[config.mk]
export PLATFORM = sky130hd
export DESIGN_NAME = uart_tx_arbiter
export DESIGN_NICKNAME = d
export VERILOG_FILES = /design/src/rtl/uart_tx_arbiter.sv
export SDC_FILE = /design/constraint.sdc
export NUM_CORES = 1
export LEC_CHECK = 0
export ABC_CLOCK_PERIOD_IN_PS = 5400
export CAP_MARGIN = 20
export CELL_PAD_IN_SITES_DETAIL_PLACEMENT = 0
export CELL_PAD_IN_SITES_GLOBAL_PLACEMENT = 1
export CORE_MARGIN = 2
export CORE_UTILIZATION = 42
export DETAILED_ROUTE_END_ITERATION = 10
export PLACE_DENSITY = 0.95
export REMOVE_ABC_BUFFERS = 1
export SLEW_MARGIN = 0
export SYNTH_ARGS = -nofsm -noshare
export SYNTH_HDL_FRONTEND = slang
export SYNTH_SLANG_ARGS = --single-unit
[constraint.sdc]
create_clock -name clk_xtal -period 5.4 [get_ports clk_xtal]
set_input_delay 0.81 -clock clk_xtal [delete_from_list [all_inputs] [get_ports clk_xtal]]
set_output_delay 0.81 -clock clk_xtal [all_outputs]
set_load 0.01 [all_outputs]
[src/rtl/uart_tx_arbiter.sv]
// uart_tx_arbiter
//   Round-robin arbiter that shares one UART transmitter between NREQ
//   byte producers. Each byte is presented on uart_data and held by raising
//   uart_send. The UART signals acceptance by raising busy. After every
//   attempt, uart_send is held low for GAP cycles so the UART's
//   baud-sampled send input can re-arm.
//
// Ports
//   clk_xtal    in   system clock, rising edge
//   rst_n       in   asynchronous active-low reset
//   req         in   [NREQ]    request per requester, held until ack
//   req_data    in   [8*NREQ]  byte of requester i at [8i+7:8i]
//   ack         out  [NREQ]    one-cycle pulse when the UART accepts a byte
//   grant       out  [NREQ]    one-hot owner from SEND through GAP
//   uart_send   out            to UART send
//   uart_data   out  [8]       to UART DataOut, latched at grant
//   uart_busy   in             from UART busy (asynchronous)
//   timeout_err out            one-cycle pulse when SEND times out
module uart_tx_arbiter #(
    parameter int NREQ    = 4,
    parameter int TIMEOUT = 65535,
    parameter int GAP     = 1024
) (
    input  logic              clk_xtal,
    input  logic              rst_n,
    input  logic [NREQ-1:0]   req,
    input  logic [8*NREQ-1:0] req_data,
    output logic [NREQ-1:0]   ack,
    output logic [NREQ-1:0]   grant,
    output logic              uart_send,
    output logic [7:0]        uart_data,
    input  logic              uart_busy,
    output logic              timeout_err
);
    localparam int              IW       = (NREQ > 1) ? $clog2(NREQ) : 1;
    localparam logic [15:0]     TO_CNT   = 16'(TIMEOUT);
    localparam logic [15:0]     GAP_END  = 16'(GAP - 1);
    localparam logic [IW-1:0]   LAST_RST = IW'(NREQ - 1);
    localparam logic [IW:0]     NREQ_W   = (IW+1)'(NREQ);

    typedef enum logic [1:0] {S_IDLE, S_SEND, S_WAIT_DONE, S_GAP} state_t;

    state_t          state_q, state_d;
    logic            busy_meta_q, busy_s_q;
    logic [15:0]     cnt_q, cnt_d, cnt_inc;
    logic [IW-1:0]   last_q, last_d;
    logic [NREQ-1:0] grant_q, grant_d;
    logic [NREQ-1:0] ack_q, ack_d;
    logic            send_q, send_d;
    logic [7:0]      data_q, data_d;
    logic            to_q, to_d;

    logic            any_req;
    logic [IW-1:0]   winner;
    logic [IW:0]     idx;
    logic [NREQ-1:0] win_onehot;
    logic [7:0]      data_sel;

    // Two-flop synchronizer; busy_s_q is the only view of uart_busy.
    always_ff @(posedge clk_xtal or negedge rst_n) begin
        if (!rst_n) begin
            busy_meta_q <= 1'b0;
            busy_s_q    <= 1'b0;
        end else begin
            busy_meta_q <= uart_busy;
            busy_s_q    <= busy_meta_q;
        end
    end

    // Round-robin search starting just after the last owner, wrapping mod NREQ.
    always_comb begin
        any_req = 1'b0;
        winner  = last_q;
        idx     = '0;
        for (int k = 1; k <= NREQ; k++) begin
            idx = {1'b0, last_q} + (IW+1)'(k);
            if (idx >= NREQ_W) idx = idx - NREQ_W;
            if (!any_req && req[idx[IW-1:0]]) begin
                any_req = 1'b1;
                winner  = idx[IW-1:0];
            end
        end
    end

    always_comb begin
        win_onehot         = '0;
        win_onehot[winner] = 1'b1;
        data_sel           = 8'h00;
        for (int i = 0; i < NREQ; i++) begin
            if (winner == IW'(i)) data_sel = req_data[8*i +: 8];
        end
    end

    // Shared SEND-timeout / GAP counter; saturates instead of wrapping.
    assign cnt_inc = (cnt_q == 16'hFFFF) ? cnt_q : cnt_q + 16'd1;

    always_comb begin
        state_d = state_q;
        cnt_d   = cnt_q;
        last_d  = last_q;
        grant_d = grant_q;
        send_d  = send_q;
        data_d  = data_q;
        ack_d   = '0;
        to_d    = 1'b0;
        case (state_q)
            S_IDLE: begin
                // Busy while idle means the UART is receiving; hold off.
                if (!busy_s_q && any_req) begin
                    data_d  = data_sel;
                    grant_d = win_onehot;
                    last_d  = winner;
                    send_d  = 1'b1;
                    cnt_d   = '0;
                    state_d = S_SEND;
                end
            end
            S_SEND: begin
                if (busy_s_q) begin
                    send_d         = 1'b0;
                    ack_d[last_q]  = 1'b1;
                    state_d        = S_WAIT_DONE;
                end else if (cnt_q == TO_CNT) begin
                    // The requester keeps req. The pointer has already
                    // moved past it, so other requesters get a turn first.
                    send_d  = 1'b0;
                    to_d    = 1'b1;
                    cnt_d   = '0;
                    state_d = S_GAP;
                end else begin
                    cnt_d = cnt_inc;
                end
            end
            S_WAIT_DONE: begin
                if (!busy_s_q) begin
                    cnt_d   = '0;
                    state_d = S_GAP;
                end
            end
            S_GAP: begin
                if (cnt_q == GAP_END) begin
                    grant_d = '0;
                    state_d = S_IDLE;
                end else begin
                    cnt_d = cnt_inc;
                end
            end
            default: state_d = S_IDLE;
        endcase
    end

    always_ff @(posedge clk_xtal or negedge rst_n) begin
        if (!rst_n) begin
            state_q <= S_IDLE;
            cnt_q   <= '0;
            last_q  <= LAST_RST;
            grant_q <= '0;
            ack_q   <= '0;
            send_q  <= 1'b0;
            data_q  <= 8'h00;
            to_q    <= 1'b0;
        end else begin
            state_q <= state_d;
            cnt_q   <= cnt_d;
            last_q  <= last_d;
            grant_q <= grant_d;
            ack_q   <= ack_d;
            send_q  <= send_d;
            data_q  <= data_d;
            to_q    <= to_d;
        end
    end

    assign ack         = ack_q;
    assign grant       = grant_q;
    assign uart_send   = send_q;
    assign uart_data   = data_q;
    assign timeout_err = to_q;

endmodule

Word level (Yosys, flattened, before mapping)
Index checks and enable logic that the tools add are counted.
{ "totals": {"output_inout_bits": 18, "register_bits": 40, "inputBits": 39, "word_cells": 117} }
{ "op_classes": {"n_mux": 53, "n_addsub": 9, "n_eq_ne": 14, "order_cmp": 12, "reduce_logical": 19} }
{ "ops": {"columns": ["cell", "count"], "rows": [
  ["$mux 16", 6],
  ["$pmux 16 s4", 1],
  ["$mux 8", 4],
  ["$mux 2", 13],
  ["$lt 2x3->1 const B", 6],
  ["$add 16x1->16 const B", 1],
  ["$eq 16x10->1 const B", 1],
  ["$eq 16x16->1 const B", 1],
  ["$mux 1", 16],
  ["$mux 4", 4],
  ["$ge 3x3->1 const B", 4],
  ["$ne 2x2->1 const B", 5],
  ["$bmux 1 s2", 4],
  ["$eq 2x2->1 const B", 4],
  ["$pmux 2 s4", 1],
  ["$pmux 4 s2", 1],
  ["$reduce_and 4->1", 2],
  ["$sub 2x1->2 const B", 4],
  ["$add 2x2->3 const B", 2],
  ["$logic_and 1x1->1", 6],
  ["$reduce_and 3->1", 2],
  ["$demux 1 s2", 2],
  ["$eq 2x1->1 const B", 2],
  ["$ge 2x1->1 const B", 2],
  ["8 further kinds", 13]
]} }

Depth between registers and ports, before layout
Gate-level depths: netlist (run 1).
{ "logic_depth": {"ltp_word": 21, "depth_mapped": 13, "ltp_nobuf": 9} }

Worst setup path after synthesis (run 1)
Ideal clock, no wire load.
{ "synth_timing": {"path_kind": "register -> register", "startpoint": "register last_q[0]", "endpoint": "register data_q[2] (netlist: uart_data[2])", "path_slack_ns": 2.612, "arrival_ns": 2.714, "required_ns": 5.326, "n_path_buf": 4, "setup_time_ns": 0.074, "stages_incl_launch_ff": 13, "period_less_slack_ns": 2.788, "path_cell_list": "dfstp_2 -> buf_6 -> buf_6 -> inv_1 -> ha_1 -> clkbuf_8 -> mux4_2 -> a21oi_4 -> xnor2_2 -> buf_6 -> nor2_1 -> a221o_1 -> o21ai_2"} }
{ "synth_via": {"elab_chain_len": 20, "elab_cells_between_ends": 48, "cone_classes": "8 x add/sub; 4 x order compare; 3 x eq/ne; 24 x mux; 9 x reduce/logical"} }
{ "synth_lines": {"columns": ["element", "line", "rtl"], "rows": [
  ["start: declaration", "46", "logic [IW-1:0] last_q, last_d;"],
  ["start signal: assignment", "165", "last_q <= last_d;"],
  ["$add 2x1->3", "76", "idx = {1'b0, last_q} + (IW+1)'(k);"],
  ["$ge 3x3->1 / $sub 2x1->2 (equally long branches)", "77", "if (idx >= NREQ_W) idx = idx - NREQ_W;"],
  ["$mux 2", "77", null],
  ["$bmux 1 s2", "78", "if (!any_req && req[idx[IW-1:0]]) begin"],
  ["$mux 1 (implied by the code)", "78", null],
  ["$mux 1", "78", null],
  ["$logic_not 1->1", "78", null],
  ["$logic_and 1x1->1", "78", null],
  ["$mux 1", "78", null],
  ["$logic_not 1->1", "78", null],
  ["$logic_and 1x1->1", "78", null],
  ["$mux 1", "78", null],
  ["$logic_not 1->1", "78", null],
  ["$logic_and 1x1->1", "78", null],
  ["$mux 2", "78", null],
  ["$logic_not 2->1", "90", "if (winner == IW'(i)) data_sel = req_data[8*i +: 8];"],
  ["$mux 8 (4 in series)", "90", null],
  ["end signal: assignment", "169", "data_q <= data_d;"],
  ["end: declaration", "50", "logic [7:0] data_q, data_d;"]
]} }
Parallel ways exist; a longest one is shown, timed or not. The select of a mux whose other input is x is not followed.
A chain may end at the register's enable or synchronous reset.

Final worst setup path (run 1)
{ "layout_timing": {"startpoint": "register last_q[0]", "endpoint": "register data_q[0] (netlist: uart_data[0])"} }
Same word-level chain as after synthesis.

==> impl_results.md, run 1 <==
- # resized after CTS: 0
- Fmax: 287 MHz
- Clk root buf: clkbuf_8
- Placed cells: between 300 and 400
- Drt total wl: 6.04 mm
- Commonest cells after routing, fill and taps aside: clkdlybuf4s50_1, dfrtp_1, a21oi_1
- GR peak layer: met2
- Worst path bufs/invs: 1
- RSZ-0062 raised after global routing: false
- Endpoints failing setup: 0
- Vias in the first global route: 2,290
- Cell Rows: 28
- Place WS: 1.82 ns
- Mapped cell area: 2660 um^2
- Post-route setup slack: 1.92 ns
- WL per Instance: 14.9 um
- Antenna violations before repair: 0
- Core area: approximately 6000 um^2
- Sw Share: 44.4%
- FF+latch count, synth: 40
- # hold bufs at CTS: 0
- Switch Pwr: between 0.0007 and 0.0008 W
- Max-slew violation count: 0
- H-tree depth: 2
- DP Wirelength: 4.28 mm
- Die ar.: 6990 um^2
- Ant diodes: 0
- Dominant synthesized flop cell: dfrtp_1
- Pre-antenna DRT Iters: 4
- Worst skew pair latency: 0.31 ns
- Synth-to-layout area growth: 23.7%
- Top Family by Delay on Critical Path: compound AO/OA/AOI/OAI gates
- Cells after synthesis: 285
- Final setup TNS: 0 ns
- Vias: 2,360
- Worst-case vdd ir drop: 0.000355 V
- Syn_area_per_cell: 9.33 um^2
- Pin count of the biggest net entering global routing: 41
- M3 GR Usage: 3.17%
- Nets: 380
- Yosys warnings: 0
- Post-route insts no fill: 406
- Slowest cell on crit path: dfstp_2
- Chip Height: 83.6 um
- Flop pwr share: 25.6%
- Power per cell area: 547 nW/um^2
- WS Path Type: reg -> reg
- CP Max Fanout: 18
- Max incr delay on CP: 0.77 ns
- Slew headroom: between 30 and 40%
- Routability congestion estimate: 0.817
- Setup bufs post-CTS: 0
- Die X: 83.6 um
- FFs w/ async S/R, synth: 100%
- Clock Skew: 0.0116 ns
- Seq/Total Area, Yosys: approximately 38%
- Synth unique cells: 60
- Final antenna-violating net count: 0
- Hold slack: roughly 0.35 ns
- Met1 GRT Util: 23.3%
- Crit path capture type: register
- Number of synthesized flops with an enable pin: 0
- Final core occ: 54.6%
- Status: completed
- IO Count: 57
- Total Routing Usage GR: 17.7%
- Initial core utilization: 44.1%
- GR Util met2: between 20 and 30%
- Final Hold Viols: 0
- Reg clk slew, reported paths: 0.09 ns
- Crit-path cells: inv_1, ha_1, nor2_1, o31a_1, o32a_1, o211ai_2, and2_1, or2_4, o221ai_1
- HP Class: reg -> reg
- CTS buffer count: 5
- Lkg Pwr: 1.33 nW
- Port Buffers: 56
- Fin crit period: 3.48 ns
- Clock Power Share: 14.2%
- CTS tree: built
- Most common cell after layout, fill and taps aside: clkdlybuf4s50_1
- Crit path arrival time: 3.66 ns
- Fin crit share: 64.5%
- Routed vias/inst: 5.81
- CTS Buffer Depth: 2
- Max Cap Viol: 0
- First-pass GRT wire length: 10.4 mm
- Worst Path Required: 5.58 ns
- TritonCTS Sinks: 40
- Grt total ovfl: 0
- CP startpoint kind: register
- Int Power: approximately 0.001 W
- Logic gate share of total power: 60.2%
- Worst Max-Slew Pin Slew: 0.992 ns
- Residual DRC: 0
- Layout cell share with drive strength beyond 1: 9.67%
- Drt initial violations: 124
[registers in the layout (all words and copies together) (netlist names)]
register     flops
ack              4
busy_meta_q      1
busy_s_q         1
cnt_q           16
grant            4
last_q           2
state_q          2
timeout_err      1
uart_data        8
uart_send        1
[final timing paths]
kind | to | from | slack [ns] | cells past startpoint
worst max-delay path | uart_data[0] | last_q[0] | 1.92 | 9
worst min register to register | busy_s_q | busy_meta_q | 0.35 | 0
max in group asynchronous | busy_s_q | rst_n | 4.21 | 1
worst min-delay path | busy_s_q | busy_meta_q | 0.35 | 0
min in group asynchronous | cnt_q[4] | rst_n | 0.62 | 1
worst max register to register | uart_data[0] | last_q[0] | 1.92 | 9
[final cells by class]
class	instances	area, um^2
inverter	13	48.8
clock buffer	5	68.8
timing repair buffer	57	563
multi-input combinational	213	1470
fill	546	2740
clock inverter	3	46.3
sequential	40	1000
tap	75	93.8
[cell families after synthesis]
logic type | Yosys count | synth area share [%]
AOI/OAI and AO/OA | 99 | 26.0
xor gates and xnor gates | 3 | 1.27
adders and majority gates | 11 | 5.17
buffers and inverters | 32 | 7.15
DFF | 40 | 37.7
muxes | 9 | 4.84
and+or+nand+nor | 91 | 17.8
[metal layers]
metal  up-vias  part of all wire [%]
met5         -                     0
met4         0                   2.1
met3        11                   4.1
met2        66                    48
met1      1122                    46
li1       1161                     -
[synth_stat cells, drive strengths merged (3+ instances only)]
cell / n / area [um^2]
a21oi: 29 / 168
a221o: 6 / 60.1
a31oi: 4 / 25.0
a32oi: 6 / 52.6
and3: 8 / 51.3
buf: 11 / 100
clkbuf: 8 / 41.3
dfrtp: 38 / 951
ha: 11 / 138
inv: 12 / 45.0
mux2i: 5 / 50.1
mux4: 3 / 67.6
nand2: 18 / 70.1
nand2b: 4 / 25.0
nand3: 17 / 97.6
nand4: 3 / 18.8
nor2: 21 / 78.8
nor3: 6 / 30.0
o211ai: 3 / 27.5
o21a: 3 / 22.5
o21ai: 26 / 149
o31ai: 4 / 30.0
o32ai: 4 / 35.0
xnor2: 3 / 33.8
[stage by stage]
stage / area, um^2 / power, W
finish: 3290 / 0.00180
global route: 3290 / 0.00196
CTS: 3290 / 0.00181
detailed placement: 3180 / 0.00155
global placement: 3180 / 0.00152
floorplan: 2520 / 0.00123
[power groups by stage]
stage / logic, W / clock network [W] / registers [W]
after detailed placement: 0.00108 / 0 / 0.000465
after CTS: 0.00109 / 0.000261 / 0.000462
final: 0.00108 / 0.000255 / 0.000462
after global placement: 0.00106 / 0 / 0.000466
after global routing: 0.00121 / 0.000270 / 0.000475
after floorplan: 0.000754 / 0 / 0.000471
[worst register-to-register path, delay by kind of cell (launching register included)]
family                     cells  cell delay [ns]
AOI/OAI and AO/OA              4             1.11
adders and majority gates      1             0.53
DFF                            1             0.77
buffers and inverters          1             0.22
and+or+nand+nor                3             0.73
(Power assumes the default switching activity.)
==> run 2: changes to the inputs <==
- ABC_CLOCK_PERIOD_IN_PS: 5400 -> 3610
- CORE_UTILIZATION: 42 -> 39
- PLACE_DENSITY: 0.95 -> 0.91
- clock period: 5.4 -> 3.61 ns (I/O delays scaled with it)
==> impl_results.md, run 2 (synthesized netlist as in run 1, its figures left out) <==
- TritonCTS Sinks: 40 (unchanged)
- Final antenna-violating net count: 0 (unchanged)
- Place WS: 0.352 ns (-1.47 ns)
- Fin crit share: 83.0% (+19 points)
- Setup bufs post-CTS: 0 (unchanged)
- IO Count: 57 (unchanged)
- Endpoints failing setup: 0 (unchanged)
- Slew headroom: 40.0% (+6.5 points)
- Post-route insts no fill: 419 (+3.2%)
- Fin crit period: 3.00 ns (-0.486 ns)
- Filler Cells Inserted: 619 (+13%)
- Die X: 86.6 um (+3.6%)
- Worst skew pair latency: 0.30 ns (about the same)
- First-pass GRT wire length: 10.7 mm (+2.7%)
- Die ar.: 7500 um^2 (+7.3%)
- Post-route setup slack: 0.614 ns (-1.30 ns)
- CTS buffer count: 5 (unchanged)
- Power per cell area: 814 nW/um^2 (+49%)
- Crit path capture type: register
- DP Wirelength: 4.46 mm (+4.3%)
- Antenna violations before repair: 0 (unchanged)
- Ant diodes: 0 (unchanged)
- Core area: 6680 um^2 (+11%)
- Residual DRC: 1 (+1)
- Placed cells: 410 (+3.0%)
- Worst Path Required: 3.81 ns (-1.77 ns)
- Lkg Pwr: 1.37 nW (+2.9%)
- Drt total wl: 6.16 mm (+2.0%)
- Crit-path cells: inv_1, ha_1, nor2_1, o31a_1, o32a_1, o211ai_2, and2_1, nand3_4, o32ai_1
- R2R setup slack: 0.61 ns (-1.30 ns)
- Routability congestion estimate: 0.847 (+3.7%)
- CP Max Fanout: 11 (-7)
- Final Hold Viols: 0 (unchanged)
- Final core occ: 50.2% (-4.4 points)
- Most common cell after layout, fill and taps aside: clkdlybuf4s50_1
- Slowest cell on crit path: dfstp_2
- Crit path arrival time: 3.20 ns (-0.46 ns)
- Status: finished, violations left
- Drt initial violations: 83 (-33%)
- Top Family by Delay on Critical Path: compound AO/OA/AOI/OAI gates
- Failing checks: design-rule violations
- Worst Max-Slew Pin Slew: 0.900 ns (-0.0919 ns)
- Chip Height: 86.6 um (+3.6%)
- CTS tree: built
- Port Buffers: 56 (unchanged)
- Top reg by flops: cnt_q
- WS Path Type: reg -> reg
- Hold slack: 0.356 ns (+0.00465 ns)
- Clock Skew: 0.0101 ns (-0.00153 ns)
- Synth-to-layout area growth: 26.2%
- Final setup TNS: 0 ns (unchanged)
- Total Routing Usage GR: 17.4% (-0.29 points)
- Pre-antenna DRT Iters: 7 (+3)
- Fmax: 334 MHz (+16%)
- Pin count of the biggest net entering global routing: 41 (unchanged)
- Max FFs per register: 16 (unchanged)
- # hold bufs at CTS: 0 (unchanged)
- Max incr delay on CP: 0.64 ns (-0.13 ns)
- WL per Instance: 14.7 um (-1.2%)
- Vias: 2,355 (-0.21%)
- Worst path bufs/invs: 1 (unchanged)
- Initial core utilization: 39.8% (-4.3 points)
- CTS Buffer Depth: 2 (unchanged)
- Grt total ovfl: 0 (unchanged)
- Vias in the first global route: 2,396 (+4.6%)
- HP Class: reg -> reg
- Reg clk slew, reported paths: 0.09 ns (about the same)
- Max Cap Viol: 0 (unchanged)
- RSZ-0062 raised after global routing: false
- Max-slew violation count: 0 (unchanged)
- Commonest cells after routing, fill and taps aside: clkdlybuf4s50_1, dfrtp_1, a21oi_1
- Routed vias/inst: 5.62 (-3.3%)
- Layout cell share with drive strength beyond 1: 11.8% (+2.1 points)
- Worst-case vdd ir drop: 0.000662 V (+87%)
- Clk root buf: clkbuf_8
- Cell Rows: 30 (+7.1%)
- Nets: 388 (+2.1%)
- # resized after CTS: 0 (unchanged)
- CP startpoint kind: register
- H-tree depth: 2 (unchanged)
-- run 2: changes by cell type in the layout (fill, tap and decap cells not counted) --
cell / delta
buf_4: +7
buf_6: +1
clkinv_2: +1
inv_6: -1
-- run 2: layout make-up --
cell class              count  area [um^2]  area share, %
clock inverters             3         42.5           1.27
multi-input cells         213         1470           43.7
flip-flops and latches     40         1000           29.9
clock buffers               5         68.8           2.05
repair buffers             65          627           18.7
inverters                  13         48.8           1.45
well taps                  80          100           2.98
-- run 2: metrics by stage --
stage / area, um^2 / power (W)
after floorplan: 2520 / 0.00183
after global placement: 3230 / 0.00230
after detailed placement: 3230 / 0.00234
after CTS: 3350 / 0.00271
after global routing: 3360 / 0.00298
final: 3360 / 0.00273
-- run 2: metal layers --
layer / track usage [%] / routed length, um / vias to the layer above
li1: - / - / 1177
met1: 23.2 / 2930 / 1127
met2: 29.2 / 3020 / 44
met3: 2.76 / 163 / 7
met4: 5.26 / 51 / 0
met5: 0 / 0 / -
-- run 2: worst reg2reg max path: stages, from the launching register on --
cell	delay, ns
dfstp_2	0.64
inv_1	0.09
ha_1	0.48
nor2_1	0.07
o31a_1	0.24
o32a_1	0.29
o211ai_2	0.27
and2_1	0.43
nand3_4	0.14
o32ai_1	0.25
-- run 2: final timing paths --
check / from / endpoint / cells after the start
min in group asynchronous: rst_n / cnt_q[5] / 1
min reg2reg: busy_meta_q / busy_s_q / 0
min: busy_meta_q / busy_s_q / 0
max reg2reg: last_q[1] / grant[0] / 9
max in group asynchronous: rst_n / cnt_q[2] / 1
max: last_q[1] / grant[0] / 9
-- run 2: power by group --
group	switching, W	internal (W)
combinational	0.000935	0.000766
sequential	0.0000872	0.000569
clock	0.000170	0.000205
==> run 3: changes to the inputs <==
- ABC_CLOCK_PERIOD_IN_PS: 3610 -> 2530
- CORE_UTILIZATION: 39 -> 35
- PLACE_DENSITY: 0.91 -> 0.87
- clock period: 3.61 -> 2.53 ns (I/O delays scaled with it)
==> impl_results.md, run 3 (synthesized netlist as in run 1, its figures left out) <==
- Status: completed
- HP Class: in -> async
- Clock Skew: 0.00563 ns (-0.00446 ns)
- CP Max Fanout: 7 (-4)
- Most common cell after layout, fill and taps aside: clkdlybuf4s50_1
- Commonest cells after routing, fill and taps aside: clkdlybuf4s50_1, dfrtp_1, buf_4
- Final Hold Viols: 0 (unchanged)
- H-tree depth: 2 (unchanged)
- Placed cell area: 3410 um^2 (+5.5%)
- Layout cell share with drive strength beyond 1: 20.6% (+8.8 points)
- Cell Rows: 31 (+3.3%)
- Vias: 2,506 (+6.4%)
- CTS Buffer Depth: 2 (unchanged)
- Port Buffers: 56 (unchanged)
- Logic gate share of total power: 70.3% (+8.1 points)
- Total Routing Usage GR: 16.9% (-0.54 points)
- Slew headroom: 41.0% (+0.95 points)
- Worst Path Required: 2.77 ns (-1.04 ns)
- Area occupied by multi-input gates: 1540 um^2 (+4.9%)
- Power, Total: 0.00465 W (+70%)
- Fin crit share: 98.7% (+16 points)
- Grt total ovfl: 0 (unchanged)
- Synth-to-layout area growth: 36.9%
- Flop pwr share: 19.8% (-4.2 points)
- CP startpoint kind: register
- Reg clk slew, reported paths: 0.08 ns (about the same)
- WL per Instance: 14.6 um (-0.92%)
- Worst Max-Slew Pin Slew: 0.886 ns (-0.0142 ns)
- Placed cells: 448 (+9.3%)
- Nets: 409 (+5.4%)
- Routability congestion estimate: 0.827 (-2.3%)
- CTS tree: built
- Int Power: 0.00272 W (+76%)
- WS Path Type: reg -> reg
- Drt initial violations: 101 (+22%)
- Chip Height: 91.2 um (+5.3%)
- Filler Cells Inserted: 710 (+15%)
- Antenna violations before repair: 0 (unchanged)
- Pin count of the biggest net entering global routing: 41 (unchanged)
- # hold bufs at CTS: 0 (unchanged)
- Residual DRC: 0 (-1)
- Die ar.: 8310 um^2 (+11%)
- Routed vias/inst: 5.46 (-2.9%)
- FF+latch area: 1000 um^2 (unchanged)
- Clk root buf: clkbuf_8
- Crit path capture type: register
- CTS buffer count: 5 (unchanged)
- Lkg Pwr: 1.49 nW (+9.2%)
- Ant diodes: 0 (unchanged)
- IO Count: 57 (unchanged)
- Worst skew pair latency: 0.30 ns (about the same)
- Pre-antenna DRT Iters: 4 (-3)
- First-pass GRT wire length: 11.5 mm (+7.6%)
- Die X: 91.2 um (+5.3%)
- TritonCTS Sinks: 40 (unchanged)
- Fmax: 401 MHz (+20%)
- Sw Share: 41.6% (-2.0 points)
- Max Cap Viol: 0 (unchanged)
- Core area: 7290 um^2 (+9.1%)
- Crit path arrival time: 2.74 ns (-0.46 ns)
- Endpoints failing setup: 0 (unchanged)
- Initial core utilization: 36.5% (-3.3 points)
- Vias in the first global route: 2,497 (+4.2%)
- Max FFs per register: 16 (unchanged)
- DP Wirelength: 4.83 mm (+8.2%)
- Fin crit period: 2.50 ns (-0.500 ns)
- Switch Pwr: 0.00194 W (+62%)
- Power per cell area: 1280 nW/um^2 (+57%)
- Finished Cell Area: 3640 um^2 (+8.5%)
- Top reg by flops: cnt_q
- Post-route insts no fill: 459 (+9.5%)
- Worst-case vdd ir drop: 0.000906 V (+37%)
- Clock Power Share: 10.0% (-3.7 points)
- Drt total wl: 6.69 mm (+8.5%)
- Max-slew violation count: 0 (unchanged)
- Final antenna-violating net count: 0 (unchanged)
- RSZ-0062 raised after global routing: true
[run 3: final timing paths]
kind / start / endpoint / slack, ns / cells past startpoint
max in group asynchronous: rst_n / grant[3] / 1.78 / 1
min reg2reg: busy_meta_q / busy_s_q / 0.35 / 0
min: rst_n / cnt_q[6] / 0.19 / 1
min in group clk_xtal: busy_meta_q / busy_s_q / 0.35 / 0
max reg2reg: last_q[1] / uart_data[7] / 0.03 / 10
max: last_q[1] / uart_data[7] / 0.03 / 10
[run 3: routing by layer]
layer	part of all wire (%)	vias to the layer above	track usage, %
met2	51	53	29.9
li1	-	1211	-
met1	43	1236	20.4
met5	0	-	0
met3	5.4	6	4.98
met4	0.87	0	3.16
[run 3: layout make-up]
type / count / share of cell area [%]
Clock inverter: 2 / 0.412
Clock buffer: 6 / 2.27
Timing Repair Buffer: 86 / 22.8
Tap cell: 99 / 3.40
Inverter: 13 / 1.34
Sequential cell: 40 / 27.6
Multi-Input combinational cell: 213 / 42.2
[run 3: what timing repair did]
| action | CTS | global route |
|---|---|---|
| pin swaps | 5 | 4 |
| resized for setup | 14 | 6 |
| endpoints found under the setup margin | 12 | 12 |
| buffers inserted | 0 | 2 |
| cloned | 2 | 0 |
| hold endpoints to repair | 0 | 0 |
[run 3: power by group through the flow]
stage                     clock [W]  combinational [W]  sequential (W)
after floorplan                   0            0.00161         0.00101
after global placement            0            0.00273        0.000926
after detailed placement          0            0.00283        0.000927
after CTS                  0.000477            0.00318        0.000920
after global routing       0.000501            0.00357        0.000944
final                      0.000464            0.00327        0.000919
[run 3: critical path, cell delays in order, from the launching register on]
cell and delay (ns):
dfstp_2 0.55, inv_2 0.05, ha_4 0.26, or2b_2 0.31, a21oi_2 0.13, o32a_1 0.21
o211ai_4 0.13, and2_4 0.21, buf_4 0.15, a221o_1 0.33, o21ai_2 0.10
[run 3: stage by stage]
stage | hold WS (ns) | utilization, % | TNS (ns) | setup slack, ns
after floorplan | 0.0839 | - | -5.70 | -0.483
after global placement | 0.332 | 46.8 | -0.787 | -0.0811
after detailed placement | 0.340 | 46.8 | -2.01 | -0.206
after CTS | 0.226 | 49.4 | 0 | 0.0104
after global routing | 0.276 | 49.9 | -0.834 | -0.0919
final | 0.193 | 49.9 | 0 | 0.0340
==> RTL change, RTL diff (config.mk and constraints of run 3) <==
`data_q` no longer has a reset.
--- a/src/rtl/uart_tx_arbiter.sv
+++ b/src/rtl/uart_tx_arbiter.sv
@@ -158,5 +158,4 @@
             ack_q   <= '0;
             send_q  <= 1'b0;
-            data_q  <= 8'h00;
             to_q    <= 1'b0;
         end else begin
@@ -167,7 +166,10 @@
             ack_q   <= ack_d;
             send_q  <= send_d;
-            data_q  <= data_d;
             to_q    <= to_d;
         end
+    end
+
+    always_ff @(posedge clk_xtal) begin
+        data_q <= data_d;
     end
 
Function: changed (a bounded check fails within 4 cycles, from zero or initial values and one cycle with rst_n low).
==> RTL change against run 3 <==
- clock power grew 11%
- global-route usage shrank 1.2 points
- synthesized cell count shrank 22%
- power shrank 19%
- critical path type unchanged
- sequential cell count is the same
- worst setup slack lost 0.069 ns
- via count shrank 17%
- highest routed layer unchanged
- wire length shrank 12%
- area after synthesis shrank 8.8%
- worst hold slack gained 0.16 ns
- the run now ends with negative setup slack left
- design area shrank 7.3%
- count of clock-buffer cells in the layout is the same
==> RTL change: results <==
[hold_path]
hp-class = reg2reg
hold_depth = 0
hold_end = busy_s_q

[global_route]
grt_use_total = 0.156
grt_pass1_wl_um = 9440
grt_pass1_vias = 2032
grt_antenna_before_repair = 0
grt_max_degree = 33

[worst_setup_path]
cp_top_family = multiplexers
r2r-end = uart_data[6]
rr_worst_depth = 5
crit_fanout = 8
rrSetupSlack_ns = -0.03
r2r_start = last_q[0]
cp.arrival_ns = 2.59
slowest_stage = dfstp_2

[finish]
largest_reg_flops = 16
fin_nets = 353
drive_above_1_share = 0.201
stdcell_area_um2 = 3370
largest-register = cnt_q
diodes = 0
fill_cells = 617

[power_and_ir_drop]
p_sw_uw = 1350
vdd_ir_drop_max_uv = 370
p_leak_uw = 0.00142
combinationalPowerShare = 0.610
p_per_area_nw_per_um2 = 1120
clock_net_power_uw = 513

[clock_tree]
cts_made_buffers = 5
insertion_delay_ns = 0.29
clockRootBuffer = clkbuf_8
cts-hold-fix-buffers = 0
htreeDepth = 2
clockBufferDepth = 2
clk_pin_slew_ns = 0.08

[routing]
drtIter0Drc = 115
wl_per_cell_um = 15.3
vias_per_cell = 5.39

[timing]
worst_slack_ns = -0.0346
timing.slew.headroom = 0.727
finalSetupViolations = 8
clock_skew_ns = 0.0110

[synth]
synth_ff_type = dfrtp_1
yosysSeqAreaShare = 0.430
synth_cell_types = 46
async_flop_share = 0.800
synth-edff-count = 8
synthTopCellsByCount = dfrtp_1, nor2_1, nand2_1
synth_area_leaders = dfrtp_1, mux4_1, edfxtp_1, ha_1, xnor2_1

[placed_design]
dp_hpwl_um = 4290
placed_area_um2 = 3240
gp_congestion = 0.835

[run_status]
status = finished, violations left
violations = negative setup slack
[RTL change: cell types whose count changed in the layout (fill, tap and decap cells not counted), sizes merged, moves of 5 or more]
cell / delta
a21oi: -16
o21ai: -14
a221o: -6
mux4: +8
nor4: +5
xnor2: +8
nand3: -12
edfxtp: +8
dfrtp: -8
a32oi: -6
[RTL change: repair_timing]
action,CTS,global route
setup endpoints to repair,8,8
cloned,0,1
pin swaps,1,2
buffers inserted,1,1
resized for setup,14,4
[RTL change: metrics by stage]
| step | hold WS, ns | cells | setup TNS [ns] | setup WS [ns] |
|---|---|---|---|---|
| 2_1_floorplan | 0.0839 | 210 | -4.16 | -0.519 |
| 3_3_place_gp | 0.332 | 373 | -1.24 | -0.156 |
| 3_5_place_dp | 0.340 | 373 | -1.78 | -0.239 |
| 4_1_cts | 0.358 | 382 | -0.00275 | -0.00275 |
| 5_1_grt | 0.371 | 384 | -0.726 | -0.0987 |
| 6_report | 0.354 | 384 | -0.158 | -0.0346 |
[RTL change: cell families after synthesis]
| family | Yosys count | synth area share |
|---|---|---|
| AOI/OAI and AO/OA | 49 | 0.139 |
| xor gates and xnor gates | 11 | 0.0397 |
| adders and majority gates | 11 | 0.0567 |
| buffers and inverters | 22 | 0.0413 |
| DFF | 40 | 0.430 |
| muxes | 15 | 0.140 |
| and+or+nand+nor | 73 | 0.153 |
[RTL change: final cells by class]
class / count / share of cell area
sequential: 40 / 0.309
clock inverter: 2 / 0.0104
timing repair buffer: 86 / 0.238
multi-input combinational: 159 / 0.379
tap: 80 / 0.0297
clock buffer: 6 / 0.0215
inverter: 11 / 0.0122
[RTL change: worst max-delay path by stage]
| stage | startpoint | to | slack [ns] | cells past startpoint |
|---|---|---|---|---|
| 6_report | last_q[0] | uart_data[6] | -0.03 | 5 |
| 5_1_grt | last_q[0] | uart_data[7] | -0.1 | 5 |
| 4_1_cts | last_q[0] | uart_data[6] | -0.003 | 5 |
| 3_5_place_dp | req[2] | uart_data[6] | -0.24 | 5 |
| 3_3_place_gp | req[0] | uart_data[5] | -0.16 | 5 |
| 2_1_floorplan | last_q[0] | uart_data[0] | -0.52 | 5 |
[RTL change: worst reg2reg max path: cells and delay by family, from the launching register on]
family	cells	cell delay [ns]
buffers and inverters	2	0.31
AO/OA/AOI/OAI	1	0.41
multiplexers	2	1.04
flip-flops	1	0.55
[RTL change: routing by layer]
| metal | track usage | wire, um |
|---|---|---|
| met5 | 0 | 0 |
| met4 | 0.0559 | 68 |
| met3 | 0.0370 | 430 |
| met2 | 0.251 | 2790 |
| met1 | 0.207 | 2580 |
